[src/rtl/mem_arbiter2.sv]
// mem_arbiter2 -- two-master round-robin arbiter for the PicoRV32 native
// memory bus (valid/ready, addr/wdata/wstrb/rdata).
//
// Master 0 (CPU core) and master 1 (DMA/debug) share one slave port. A grant
// covers exactly one transfer, and one IDLE cycle always follows it. A
// per-transfer watchdog ends a transfer with an error response when the
// slave stays silent for TIMEOUT grant cycles.
//
// Parameters:
//   TIMEOUT    grant cycles without s_ready before a forced completion (0 = off)
//   ERR_RDATA  read data returned on a forced completion
// Ports:
//   clk, rst_n                       clock, asynchronous active-low reset
//   m0_valid/addr/wdata/wstrb        master 0 request (wstrb 0 = read)
//   m0_ready, m0_rdata               master 0 completion pulse and read data
//   m1_*                             same for master 1
//   s_valid/addr/wdata/wstrb         request to slave (all 0 in IDLE)
//   s_ready, s_rdata                 slave completion and read data
//   grant                            one-hot owner (bit0 = m0, bit1 = m1)
//   timeout                          one-cycle pulse on a forced completion
module mem_arbiter2 #(
    parameter int          TIMEOUT   = 256,
    parameter logic [31:0] ERR_RDATA = 32'hDEADBEEF
) (
    input  logic        clk,
    input  logic        rst_n,
    input  logic        m0_valid,
    input  logic [31:0] m0_addr,
    input  logic [31:0] m0_wdata,
    input  logic [3:0]  m0_wstrb,
    output logic        m0_ready,
    output logic [31:0] m0_rdata,
    input  logic        m1_valid,
    input  logic [31:0] m1_addr,
    input  logic [31:0] m1_wdata,
    input  logic [3:0]  m1_wstrb,
    output logic        m1_ready,
    output logic [31:0] m1_rdata,
    output logic        s_valid,
    output logic [31:0] s_addr,
    output logic [31:0] s_wdata,
    output logic [3:0]  s_wstrb,
    input  logic        s_ready,
    input  logic [31:0] s_rdata,
    output logic [1:0]  grant,
    output logic        timeout
);

    // Width must stay at least 1 even when the watchdog is disabled.
    localparam int CNT_W = (TIMEOUT > 0) ? $clog2(TIMEOUT + 1) : 1;
    // cnt holds the number of silent grant cycles already elapsed, so the
    // TIMEOUT-th cycle is the one where cnt == TIMEOUT-1.
    localparam logic [CNT_W-1:0] CNT_LAST = (TIMEOUT > 0) ? CNT_W'(TIMEOUT - 1) : '0;

    typedef enum logic [1:0] {
        IDLE,
        G0,
        G1
    } state_t;

    state_t           state, state_next;
    logic             last, last_next;   // 0 = m0 granted last, 1 = m1
    logic [CNT_W-1:0] cnt, cnt_next;
    logic             sel_valid;
    logic             expired;

    // NOTE: state registers use non-blocking assignments so every flop samples
    // pre-edge values; blocking here would create order-dependent races.
    always_ff @(posedge clk or negedge rst_n) begin
        if (!rst_n) begin
            state <= IDLE;
            last  <= 1'b1;               // m0 wins the first tie
            cnt   <= '0;
        end else begin
            state <= state_next;
            last  <= last_next;
            cnt   <= cnt_next;
        end
    end

    always_comb begin
        // NOTE: every output and next-state value gets a default first, so no
        // path through the case statement can leave one unassigned (latch).
        state_next = state;
        last_next  = last;
        cnt_next   = cnt;
        s_valid    = 1'b0;
        s_addr     = '0;
        s_wdata    = '0;
        s_wstrb    = '0;
        grant      = 2'b00;
        m0_ready   = 1'b0;
        m1_ready   = 1'b0;
        m0_rdata   = s_rdata;
        m1_rdata   = s_rdata;
        timeout    = 1'b0;
        sel_valid  = 1'b0;
        expired    = 1'b0;

        case (state)
            IDLE: begin
                cnt_next = '0;
                // On a tie, grant whichever master was not served last.
                if (m0_valid && (!m1_valid || last)) begin
                    state_next = G0;
                    last_next  = 1'b0;
                end else if (m1_valid) begin
                    state_next = G1;
                    last_next  = 1'b1;
                end
            end

            G0, G1: begin
                if (state == G0) begin
                    sel_valid = m0_valid;
                    s_addr    = m0_addr;
                    s_wdata   = m0_wdata;
                    s_wstrb   = m0_wstrb;
                    grant     = 2'b01;
                end else begin
                    sel_valid = m1_valid;
                    s_addr    = m1_addr;
                    s_wdata   = m1_wdata;
                    s_wstrb   = m1_wstrb;
                    grant     = 2'b10;
                end

                // A slave answer in the last allowed cycle still counts as normal.
                expired = (TIMEOUT != 0) && !s_ready && (cnt == CNT_LAST);
                s_valid = sel_valid && !expired;
                timeout = sel_valid && expired;

                if (!sel_valid) begin
                    // Master withdrew its request: drop the grant silently.
                    state_next = IDLE;
                    cnt_next   = '0;
                end else if (s_ready || expired) begin
                    state_next = IDLE;
                    cnt_next   = '0;
                    if (state == G0) begin
                        m0_ready = 1'b1;
                        if (expired) m0_rdata = ERR_RDATA;
                    end else begin
                        m1_ready = 1'b1;
                        if (expired) m1_rdata = ERR_RDATA;
                    end
                end else if (TIMEOUT != 0) begin
                    cnt_next = cnt + 1'b1;
                end
            end

            default: state_next = IDLE;
        endcase
    end

endmodule

[config.mk]
export PLATFORM = sky130hd
export DESIGN_NAME = mem_arbiter2
export DESIGN_NICKNAME = d
export VERILOG_FILES = /design/src/rtl/mem_arbiter2.sv
export SDC_FILE = /design/constraint.sdc
export NUM_CORES = 1
export LEC_CHECK = 0
export BUFFER_PORTS_ARGS = -buffer_cell sky130_fd_sc_hd__buf_2
export CAP_MARGIN = 10
export CORE_AREA = 5 5 117 119
export DETAILED_ROUTE_END_ITERATION = 7
export DIE_AREA = 0 0 122 124
export GPL_ROUTABILITY_DRIVEN = 0
export PLACE_DENSITY_LB_ADDON = 0.12
export SETUP_SLACK_MARGIN = 0.02
export SLEW_MARGIN = 25
export SYNTH_ARGS = -nofsm -noshare
export SYNTH_HDL_FRONTEND = slang
export SYNTH_SLANG_ARGS = --single-unit
[constraint.sdc]
create_clock -name clk -period 3.48 [get_ports clk]
set_clock_uncertainty 0.15 [all_clocks]
set_input_delay 0.696 -clock clk [delete_from_list [all_inputs] [get_ports clk]]
set_output_delay 0.696 -clock clk [all_outputs]
set_load 0.005 [all_outputs]
* Word level (Yosys, flattened, before mapping)
Index checks and enable logic that the tools add are counted.
Cells by class: $add $sub $neg 1, multipliers 0, div/mod/pow operators 0, order comparisons 0, equal/unequal tests 5, shift-type cells 0, multiplexer cells 39, bitwise gates (word level) 0, reduce and logical (&&, ||, !) cells 15
Operators by type and width (count):
- $mux 32 | 13
- $mux 9 | 2
- $pmux 9 s2 | 1
- $mux 1 | 14
- $mux 2 | 6
- $add 9x1->9 const B | 1
- $eq 9x8->1 const B | 1
- $mux 4 | 2
- $ne 3x3->1 const B | 2
- $logic_and 1x1->1 | 4
- $pmux 2 s2 | 1
- $reduce_and 2->1 | 2
- $reduce_bool 2->1 | 2
- $logic_not 1->1 | 3
- $eq 2x1->1 const B | 1
- $eq 2x2->1 const B | 1
- $logic_not 2->1 | 1
- $logic_or 1x1->1 | 2
- $reduce_or 2->1 | 1
Storage, ports and cells: register bits 12, bits in latches 0, memory bits (writable) 0, bits in read-only memories 0, input bits 173, output and inout port bits 138, logic and storage cells 63, memories 0

* Depth between registers and ports, before layout
Gate-level depths: netlist of the first run.
depth in word-level cells 7, depth in mapped cells 8, depth with buffers taken out 7

* Worst setup path before layout of the first run
OpenSTA, ideal clock, no wires.
path kind flip-flop to output port, from register cnt[0], to output m0_rdata[10], data arrival time 1.799 ns, required time 2.634 ns, slack 0.835 ns, stages on the path, launching flop included 9, buffers on the path 1, cells stage by stage dfrtp_1 ha_1 nand2_1 nor3_1 ha_1 nand3b_1 nor2_1 clkbuf_1 or2_2
On the way: word-level cells in the longest chain between the ends 7, elaborated cells on any way between the ends 8, classes of those cells 1 x eq/ne; 5 x mux; 2 x reduce/logical
Ends and longest elaborated chain:
- from (decl) | RTL line 63 | logic [CNT_W-1:0] cnt, cnt_next;
- from (signal assigned) | RTL line 77 | cnt <= cnt_next;
- $eq 9x8->1 (*) | RTL line 129 | expired = (TIMEOUT != 0) && !s_ready && (cnt == CNT_LAST);
- $logic_and 1x1->1 (*) | RTL line 129
- $mux 32 | RTL line 142 | if (expired) m0_rdata = ERR_RDATA;
- $mux 32 | RTL line 140 | if (state == G0) begin
- $mux 32 (*) | RTL line 137 | end else if (s_ready || expired) begin
- $mux 32 (*) | RTL line 133 | if (!sel_valid) begin
- $mux 32 (*) | RTL line 100 | case (state)
- to (decl) | RTL line 32 | output logic [31:0] m0_rdata,
Every way passes the cells marked *; elsewhere a longest branch is shown, timed or not.

* Final worst setup path of the first run
from register cnt[0], to output m0_rdata[27]
The elaborated chain is that of the path after synthesis.

==> results of run 1 <==
registers in the layout (all words and copies together) (netlist names):
| signal | count |
|---|---|
| cnt | 9 |
| state | 2 |
| last | 1 |
logic make-up after synthesis:
logic type / after synthesis / share of synthesized area
muxes: 72 / 0.2984
adders and majority gates: 6 / 0.03086
DFF: 12 / 0.1240
buffers and inverters: 31 / 0.05916
AOI/OAI and AO/OA: 22 / 0.05504
and+or+nand+nor: 171 / 0.4326
Yosys cell counts, types with 2 or more instances:
cell	count
sky130_fd_sc_hd__clkbuf_1	12
sky130_fd_sc_hd__a21oi_1	8
sky130_fd_sc_hd__or2_2	48
sky130_fd_sc_hd__mux2i_1	71
sky130_fd_sc_hd__inv_1	7
sky130_fd_sc_hd__ha_1	6
sky130_fd_sc_hd__nor2_1	6
sky130_fd_sc_hd__nand3_1	5
sky130_fd_sc_hd__nor2b_1	84
sky130_fd_sc_hd__nand3b_1	3
sky130_fd_sc_hd__buf_4	5
sky130_fd_sc_hd__nor3_1	2
sky130_fd_sc_hd__a31oi_1	3
sky130_fd_sc_hd__o21ai_0	5
sky130_fd_sc_hd__nand2_1	13
sky130_fd_sc_hd__buf_2	7
sky130_fd_sc_hd__o31ai_1	2
sky130_fd_sc_hd__dfrtp_1	11
metrics by stage:
stage / utilization / instances / setup WS (ns) / cell area [µm²] / power, W
global route: 0.3402 / 780 / 0.08515 / 4240 / 0.002668
global placement: 0.3330 / 776 / 0.6493 / 4151 / 0.002259
finish: 0.3402 / 780 / 0.3076 / 4240 / 0.002443
detailed placement: 0.3330 / 776 / 0.5756 / 4151 / 0.002256
CTS: 0.3402 / 780 / 0.3208 / 4240 / 0.002512
floorplan: - / 314 / 0.8353 / 2432 / 0.001390
worst paths after layout:
path | to | slack [ns] | depth (start not counted)
max reg2reg | state[0] | 1.10 | 6
max in group asynchronous | last | 2.71 | 1
max | m0_rdata[27] | 0.31 | 9
min | state[0] | 0.18 | 1
min in group clk | cnt[8] | 0.33 | 2
min reg2reg | cnt[8] | 0.33 | 2
power by group:
group | internal [W] | switching [W]
Clock | 0.000174 | 0.0000652
Combinational | 0.00103 | 0.000985
Sequential | 0.000165 | 0.0000222
worst max-delay path, delay by kind of cell (launching register included):
family	cells	cell delay [ns]
fa+ha+maj	2	0.57
buf+inv	2	0.36
flops	1	0.39
simple gates	5	0.75
metal layers:
metal	GRT usage	wire length, µm
met5	0	0
met4	0.02661	143
met3	0.04314	1494
met1	0.1610	4377
met2	0.2697	6552
final cells by class:
class / count / area, µm² / share of cell area
clock buffer: 4 / 88.84 / 0.02095
inverter: 7 / 26.28 / 0.006197
multi-input combinational: 271 / 2002 / 0.4721
sequential: 12 / 301.5 / 0.07111
tap: 172 / 215.2 / 0.05075
timing repair buffer: 314 / 1607 / 0.3789
cells in the final DEF, fill, tap and decap left out:
cell type                   synthesis  final
sky130_fd_sc_hd__a211o_1            1      1
sky130_fd_sc_hd__a21oi_1            8      8
sky130_fd_sc_hd__a221oi_1           1      1
sky130_fd_sc_hd__a31o_2             1      1
sky130_fd_sc_hd__a31oi_1            3      3
sky130_fd_sc_hd__and3_1             1      1
sky130_fd_sc_hd__and3b_1            1      1
sky130_fd_sc_hd__buf_12             0      2
sky130_fd_sc_hd__buf_2              7    310
sky130_fd_sc_hd__buf_4              5      2
sky130_fd_sc_hd__clkbuf_16          0      3
sky130_fd_sc_hd__clkbuf_8           0      1
sky130_fd_sc_hd__dfrtp_1           11     11
sky130_fd_sc_hd__dfstp_2            1      1
sky130_fd_sc_hd__ha_1               6      4
sky130_fd_sc_hd__ha_2               0      1
sky130_fd_sc_hd__ha_4               0      1
sky130_fd_sc_hd__inv_1              7      7
sky130_fd_sc_hd__mux2_4             1      1
sky130_fd_sc_hd__mux2i_1           71     71
sky130_fd_sc_hd__nand2_1           13     13
sky130_fd_sc_hd__nand2b_4           1      1
sky130_fd_sc_hd__nand3_1            5      5
sky130_fd_sc_hd__nand3_2            1      1
sky130_fd_sc_hd__nand3b_1           3      3
sky130_fd_sc_hd__nand4b_1           1      1
sky130_fd_sc_hd__nor2_1             6      6
sky130_fd_sc_hd__nor2b_1           84     84
sky130_fd_sc_hd__nor3_1             2      2
sky130_fd_sc_hd__nor3b_1            1      1
sky130_fd_sc_hd__nor3b_4            1      1
sky130_fd_sc_hd__nor4b_1            1      1
sky130_fd_sc_hd__o2111ai_1          1      1
sky130_fd_sc_hd__o21ai_0            5      5
sky130_fd_sc_hd__o31ai_1            2      2
sky130_fd_sc_hd__or2_2             48     48
sky130_fd_sc_hd__or3_2              1      1
sky130_fd_sc_hd__or4_1              1      1
==> impl_summary.md, run 1 <==
STA
The worst-margin pin slew is 0.6831 ns. The total count of hold-check failures in the final report came to 0. The total count of max-transition violations in the final report is 0. Of the available clock period, the critical path in the final layout requires 0.9116. In the final timing run, aggregate negative setup slack is 0 ns. For the finished layout, the period the worst path requires is 3.172 ns.

Setup violations remaining at the end of the flow were counted as 0. The fmax is 0.3152 GHz. Setup repair after global routing left no endpoint under its margin. The headroom to the max-slew limit is 0.5382. Final hold analysis gives a worst-case slack of 0.1820 ns.

Logic synthesis
The primary flip-flop cell chosen by synthesis mapping is sky130_fd_sc_hd__dfrtp_1. After synthesis, the cell types taking the most area are sky130_fd_sc_hd__mux2i_1, sky130_fd_sc_hd__nor2b_1, sky130_fd_sc_hd__or2_2, sky130_fd_sc_hd__dfrtp_1, sky130_fd_sc_hd__ha_1. In this run, synthesis inferred 0 flip-flops with an integrated enable.

After synthesis, the share of flip-flops with an asynchronous set or reset is 1.000. Counting every instance in the synthesized netlist gives 314. The area of the mapped netlist is 2432 µm². A synthesized cell averages 7.746 µm².

Of the post-synthesis cell area, the dominant cell type holds 0.2922. The total number of yosys warnings is 0. When the netlist entered floorplanning its net count stood at 493. The flop and latch count out of synthesis is 12. For this run, the register share of the synthesized area comes to 0.1240. The distinct cell type count of the synthesized netlist is 34. The synthesized design spends more area on one cell type than any other, namely sky130_fd_sc_hd__mux2i_1.

Final layout
In the final layout, the share of cells above drive strength 1 is 0.6168. After filler insertion, the fill cell instance count of the layout stands at 1353. The layout overhead on the synthesized area is 74.33%. The net count of the finished layout is 788. The number of inserted diodes is 0.

Power
The static leakage is 2.326 nW. Dividing total power by cell area gives a power density of 576.1 nW/µm². The maximum vdd ir drop is 331.5 µV.

Die
The initialized floorplan defines 41 standard-cell rows. The I/O pin count is 311. The effective utilization at floorplan is 0.1951. The die covers 15130 µm². The core region is 12470 µm². Measured along the y axis, the die boundary spans 124 µm.

The horizontal die dimension is 122 µm.

Job
The tool flagged a number of max-cap violations equal to 0.

Clocking
The clock net in this run drives a total of 12 sinks. The clock latency at the later pin of the worst-skew pair is 0.24 ns. The tree is rooted in a sky130_fd_sc_hd__clkbuf_16. The number of gates resized after CTS was 0. TritonCTS built the clock tree. In this run, CTS created clock tree buffers numbering 3. CTS built an H-tree with a depth of 1. After clock tree synthesis, the clock-pin slew on the worst setup and hold paths is 0.05 ns. After clock tree synthesis, the flow added hold-fix buffers numbering 0. The number of buffers between clock root and the deepest sink is 2.

The number of setup buffers added after CTS is 0.

Worst setup path
STA classifies the critical path startpoint as a flip-flop. The cell that appears most often on the critical path is sky130_fd_sc_hd__ha_1. The delay of the slowest cell on the worst path is 0.39 ns.

Tracing the worst setup path back leads to its startpoint at cnt[0]. Along the worst path, the maximum fanout reaches 32. The master of the slowest instance on the critical path is sky130_fd_sc_hd__dfrtp_1. By startpoint and endpoint, the worst setup path is classified as reg2out.

The kind of end point of the critical path is a primary output. The required time reported for the critical path endpoint is 2.63 ns. The startpoint of the most critical register-to-register path is state[0].

The critical path goes through ha_1 > nand2_1 > nor3_1 > ha_1 > nand3b_1 > nor2_1 > buf_4 > or2_2 > buf_2. For the worst setup path, the data arrival time is 2.33 ns.

Detailed routing
After detailed routing, the total wire length is 12570 µm. The first detailed-routing pass ran for 4 iterations. The number of design-rule violations left by the first detailed-router iteration is 130.

The ratio of routed vias to standard cells is 4.255. The count of nets left with antenna violations once routing finished came out at 0. The total number of vias is 3319. The DRC violations left is 0.

The final routed wire length divided by cell count is 16.11 µm.

Global route
The overall overflow remaining after global route is 0. The initial antenna violation count is 0. The pin count of the biggest net entering global routing is 73. The via count of the first global-routing pass is 3267. The total routing resource utilization after global routing is 0.1435. The first-pass GRT wire length is 17220 µm.

Placement
In this run the tool buffered the top-level ports with 310 buffer cells. The half-perimeter wire length after placement is 10830 µm.

Hold path
The min-delay analysis places its worst path in the category in2async.

Status
The run finished with clean final reports.
Power figures use the tool's default switching activity.
==> inputs of run 2 (changes only) <==
--- a/config.mk
+++ b/config.mk
@@ -12,8 +12,9 @@
 export DIE_AREA = 0 0 122 124
 export GPL_ROUTABILITY_DRIVEN = 0
 export PLACE_DENSITY_LB_ADDON = 0.12
+export RECOVER_POWER = 25
 export SETUP_SLACK_MARGIN = 0.02
-export SLEW_MARGIN = 25
+export SLEW_MARGIN = 5
 export SYNTH_ARGS = -nofsm -noshare
 export SYNTH_HDL_FRONTEND = slang
 export SYNTH_SLANG_ARGS = --single-unit
==> run 2 against run 1 <==
Net effect:
- design area decreased by 0.91%
- largest power group unchanged
- cell count did not move
- critical path type unchanged
- utilization is 0.31 points lower
- highest routed layer unchanged
- total power shrank 1.6%
- sequential share of layout area is 0.066 points higher
- combinational power is 2% lower
- critical path depth unchanged
- via count about the same
==> impl_summary.md, run 2 (synthesis results as in run 1) <==
STA
Static timing analysis puts the maximum clock frequency at 0.3209 GHz. The headroom to the max-slew limit is 0.1571. The final number of setup-violating endpoints is 0.

The worst-margin pin slew is 1.262 ns. The total count of max-transition violations in the final report is 0. Setup total negative slack on the finished layout was measured at 0 ns. Setup repair after global routing left no endpoint under its margin.

The clock period could shrink to 3.116 ns. The total count of hold-check failures in the final report is 0. The post-route fraction of the period consumed by the critical path is 0.8953.

Die
The die is 124 µm tall. For this configuration, the core starts out at a cell density of 0.1951. The die covers 15130 µm².

The I/O pin count is 311. The die is 122 µm wide. The placeable core region is 12470 µm². The number of rows created at floorplan is 41.

Worst setup path
Along the worst path, the maximum fanout reaches 32. The type of origin of the critical path is a flip-flop. The critical path class is reg2out. For the worst setup path, the data arrival time is 2.27 ns. The worst setup path is captured at a primary output. The required time reported for the critical path endpoint is 2.63 ns.

Clocking
The later pin in the worst-skew pair is clocked with a latency of 0.24 ns. The CTS tree is done. Buffers inserted to repair hold after CTS numbered 0. The number of H-tree levels is 1. The number of sinks on the clock net is 12. Once the clock tree was built, the resizer swapped 0 gates to a different size. The number of buffers between clock root and the deepest sink is 2. The number of clock buffers added by TritonCTS is 3. The clock input transition at the sequential cells of the worst setup and hold paths is 0.05 ns.

The tree is rooted in a sky130_fd_sc_hd__clkbuf_16. The number of buffers added for setup after CTS is 0.

Final layout
The number of antenna diodes in the final layout is 0. The fraction of layout instances using a drive strength above 1 is 0.5938. The most flop-heavy register is cnt.

In the final layout, the registers with the most flip-flops are cnt: 9 flops, state: 2 flops, last: 1 flops. At the end of the flow, the number of nets in the layout was 788. The register with the most flip-flops in the layout has 9 of them. The final core utilization is 0.3370.

The count of cells in the finished layout, fillers not included, comes to 780. The layout overhead on the synthesized area is 72.74%. Leaving out fill and tap cells, the most frequent cell in the layout is sky130_fd_sc_hd__buf_2.

The library cells used most frequently in the layout, excluding fill and tap cells, are sky130_fd_sc_hd__buf_2, sky130_fd_sc_hd__nor2b_1, sky130_fd_sc_hd__mux2i_1.

Power
The worst-case IR drop observed on VDD is 329.3 µV. For this design the static power due to leakage is 2.277 nW. The power per standard cell area is 572.1 nW/µm².

Detailed routing
Dividing the detail-routed wire length by the instance count gives 16.15 µm. In this run the remaining antenna-violating nets after routing total 0. The detailed-routing iteration count for the pre-antenna-repair pass is 4. The DRC violations left is 0. The ratio of routed vias to standard cells is 4.253. The routed design has 12600 µm of wire.

The routed layout has 3317 vias. The number of design-rule violations left by the first detailed-router iteration is 141.

Global route
The overall overflow remaining after global route is 0. The initial antenna violation count is 0. The first global-routing pass estimated 17220 µm of wire. Across every metal layer, demand over resource in global routing totals 0.1435. Entering global routing, the biggest net connects 73 pins.

The via count of the first global-routing pass came to 3267.

Job
Across the run, the number of max-cap violations was 0.

Hold path
The worst hold path belongs to the class in2async.

Placement
The number of placed instances, taps included is 776. The number of I/O port buffers is 310. The half-perimeter wire length after placement is 10830 µm.

Status
The flow ran to the end, and the final reports show no timing, DRC or antenna violations.
run 2: stage by stage:
step                      instance area (µm²)  setup WS [ns]  hold WS [ns]  power (W)
after CTS                                4240         0.3208        0.1939   0.002512
after global placement                   4151         0.6493        0.3178   0.002259
after global routing                     4202         0.1396        0.3537   0.002626
after floorplan                          2432         0.8353        0.2504   0.001390
after detailed placement                 4151         0.5756        0.3197   0.002256
final                                    4202         0.3642        0.3271   0.002404
run 2: critical path, cell delays in order (launching register included):
cell	delay, ns
sky130_fd_sc_hd__dfrtp_1	0.39
sky130_fd_sc_hd__ha_1	0.27
sky130_fd_sc_hd__nand2_1	0.11
sky130_fd_sc_hd__nor3_1	0.19
sky130_fd_sc_hd__ha_1	0.26
sky130_fd_sc_hd__nand3b_1	0.14
sky130_fd_sc_hd__nor2_1	0.13
sky130_fd_sc_hd__buf_4	0.26
sky130_fd_sc_hd__or2_2	0.16
sky130_fd_sc_hd__buf_2	0.10
run 2: cell type report:
cell class	count	area, µm²
Multi-Input combinational cell	271	1978
Fill cell	1359	8264
Inverter	7	26.28
Timing Repair Buffer	314	1592
Sequential cell	12	301.5
Clock buffer	4	88.84
Tap cell	172	215.2
run 2: worst paths after layout:
| check | start | to | slack (ns) | cells after the start |
|---|---|---|---|---|
| min reg2reg | cnt[8] | cnt[8] | 0.33 | 2 |
| min in group clk | cnt[8] | cnt[8] | 0.33 | 2 |
| max in group asynchronous | rst_n | cnt[1] | 2.40 | 1 |
| max | cnt[1] | m0_rdata[27] | 0.36 | 9 |
| min | rst_n | state[0] | 0.33 | 1 |
| max reg2reg | state[0] | state[0] | 0.48 | 6 |
run 2: layer usage:
layer | global-route usage | wire length, µm
met1 | 0.1610 | 4376
met5 | 0 | 0
met4 | 0.02661 | 143
met3 | 0.04314 | 1497
met2 | 0.2697 | 6577
run 2: power breakdown:
group	switching, W	total, W	internal, W
clock	0.0000648	0.000239	0.000174
sequential	0.0000198	0.000185	0.000165
combinational	0.000986	0.00198	0.000994
total	0.00107	0.00240	0.00133
==> inputs of run 3 (changes only) <==
--- a/config.mk
+++ b/config.mk
@@ -12,7 +12,7 @@
 export DIE_AREA = 0 0 122 124
 export GPL_ROUTABILITY_DRIVEN = 0
 export PLACE_DENSITY_LB_ADDON = 0.12
-export RECOVER_POWER = 25
+export RECOVER_POWER = 100
 export SETUP_SLACK_MARGIN = 0.02
 export SLEW_MARGIN = 5
 export SYNTH_ARGS = -nofsm -noshare
==> run 3 against run 2 <==
Net effect:
- sequential share of layout area up 0.19 points
- largest power group unchanged
- non-clock buffer count is the same
- largest cell class unchanged
- design area shrank 2.6%
==> impl_summary.md, run 3 (synthesis results as in run 1) <==
Status
The run finished with clean final reports.

STA
The total count of hold-check failures in the final report was 0. The final critical path time including I/O delays and setup is 3.126 ns. Of the available clock period, the critical path in the final layout requires 0.8982. The total count of max-transition violations in the final report is 0.

Adding up every negative setup slack in the final design gives 0 ns. Based on the critical path, the design can be clocked at up to 0.3199 GHz. Setup repair after global routing left no endpoint under its margin. The headroom to the max-slew limit is 0.2118.

Setup violations remaining at the end of the flow were counted as 0. The worst-margin pin slew is 1.180 ns.

Detailed routing
The total number of vias is 3310. Once detail routing completed, the nets flagged for antenna violations numbered 0. The final layout contains routed wiring with a total length of 12610 µm. The detailed-routing iteration count for the pre-antenna-repair pass is 4.

The final routed wire length divided by cell count is 16.16 µm. The DRC violations left is 0. Using the TritonRoute via totals, the vias-per-cell ratio works out to 4.244. After the first detailed-routing iteration, the DRC count stood at 157.

Job
The max-capacitance violation count is 0.

Final layout
From synthesis to final layout, the design area changed by 68.31%. The non-filler instance count after layout is 780. The fraction of layout instances using a drive strength above 1 is 0.4523. The register with the most flip-flops in the layout has 9 of them.

0 antenna diodes ended up in the layout. The final core utilization is 0.3284. Fill cells in the final layout number 1400. The most flop-heavy register is cnt.

The leading cell type in the layout, fill and taps excluded is sky130_fd_sc_hd__buf_2. The area of the multi-input gates is 1978 µm². The largest registers in the layout are cnt: 9 flops, state: 2 flops, last: 1 flops.

In the layout the commonest cells are sky130_fd_sc_hd__buf_2, sky130_fd_sc_hd__clkbuf_1, sky130_fd_sc_hd__nor2b_1. The area used by sequential logic in the layout is 301.5 µm². The layout net count is 788.

Worst setup path
The critical path class is reg2out. The largest fanout on the critical path is 32. The master of the slowest instance on the critical path is sky130_fd_sc_hd__dfrtp_1. The type of origin of the critical path is a flip-flop.

The worst setup path is captured at a primary output. Walking the worst path, the cells encountered are ha_1 > nand2_1 > nor3_1 > ha_1 > nand3b_1 > nor2_1 > buf_4 > or2_2 > clkbuf_1. The delay of the slowest cell on the worst path is 0.39 ns. The most repeated library cell on the critical path is sky130_fd_sc_hd__ha_1. At the worst endpoint, the arrival time is 2.28 ns. The required time reported for the critical path endpoint is 2.63 ns.

Clocking
Buffers added to address setup during post-CTS repair amount to 0. The CTS tree is done. The hold buffer count at cts is 0. The number of CTS-inserted buffers is 3.

The number of buffers between clock root and the deepest sink is 2. The buffer cell driving the clock tree root is sky130_fd_sc_hd__clkbuf_16. The number of sinks on the clock net is 12.

The number of gates resized after CTS was 0. After clock tree synthesis, the clock-pin slew on the worst setup and hold paths is 0.05 ns. In this run the number of H-tree levels came out at 1. For the worst-skew pair, the clock arrives at the later sink with an insertion delay of 0.24 ns.

Power
The switching part of the total power is 0.4646. The proportion of power drawn by flip-flops and latches is 0.079. The worst-case IR drop observed on VDD is 325.7 µV. The static leakage is 1.980 nW.

The analysis attributes to net switching a power of 0.001080 W. The total power is 0.002324 W. Cell internal power was estimated by the tool at 0.001244 W. Of the total power, the clock network draws 0.103. The power per standard cell area is 567.8 nW/µm². The combinational power share is 0.817.

Global route
The initial antenna violation count is 0. The via count of the first global-routing pass came to 3267. Entering global routing, the biggest net connects 73 pins. The overall overflow remaining after global route is 0.

The first-pass GRT wire length is 17220 µm. For this run, the total global-route usage over all layers was measured as 0.1435.

Die
The horizontal die dimension is 122 µm. The number of rows created at floorplan is 41. 311 I/O pins were placed. For this configuration, the core starts out at a cell density of 0.1951. The height of the die is 124 µm.

After floorplanning, the core was sized to cover 12470 µm². The area enclosed by the die boundary is 15130 µm².

Placement
Input and output buffers added on the ports amount to 310. After legalization and detailed placement, the total HPWL measured 10830 µm. After detailed placement, the design holds a cell count of 776.

Hold path
In this run the worst hold path is classified as in2async.
[run 3: area by class of cell]
cell class,instances,area share
Multi-Input combinational cell,271,0.4832
Timing Repair Buffer,314,0.3625
Sequential cell,12,0.07366
Tap cell,172,0.05257
Clock buffer,4,0.02170
Inverter,7,0.006418
[run 3: stage by stage]
step | worst slack (ns) | cell area [µm²] | hold slack [ns]
after CTS | 0.3208 | 4240 | 0.1939
after detailed placement | 0.5756 | 4151 | 0.3197
after floorplan | 0.8353 | 2432 | 0.2504
final | 0.3544 | 4094 | 0.3264
after global placement | 0.6493 | 4151 | 0.3178
after global routing | 0.1175 | 4094 | 0.3537
[run 3: critical path, delay by kind of cell (launching register included)]
family / cells / cell delay, ns
flops: 1 / 0.39
buf+inv: 2 / 0.38
simple gates: 5 / 0.73
fa+ha+maj: 2 / 0.53
[run 3: layer usage]
layer / GRT usage / vias up / share of wire
met2: 0.2697 / 217 / 0.52
met5: 0 / - / 0
met1: 0.1610 / 1441 / 0.35
li1: - / 1638 / -
met3: 0.04314 / 14 / 0.12
met4: 0.02661 / 0 / 0.011
[run 3: power groups by stage]
stage,Clock [W],Sequential [W],Combinational [W]
after floorplan,0,0.000182,0.00121
after global placement,0,0.000188,0.00207
after detailed placement,0,0.000189,0.00207
after CTS,0.000247,0.000186,0.00208
after global routing,0.000254,0.000189,0.00211
final,0.000240,0.000185,0.00190
[run 3: worst paths after layout]
path / startpoint / endpoint / slack, ns / depth (start not counted)
max: cnt[1] / m0_rdata[27] / 0.35 / 9
min: rst_n / state[0] / 0.33 / 1
max reg2reg: state[0] / state[0] / 0.54 / 6
min reg2reg: cnt[8] / cnt[8] / 0.33 / 2
max in group asynchronous: rst_n / cnt[1] / 2.40 / 1
min in group clk: cnt[8] / cnt[8] / 0.33 / 2
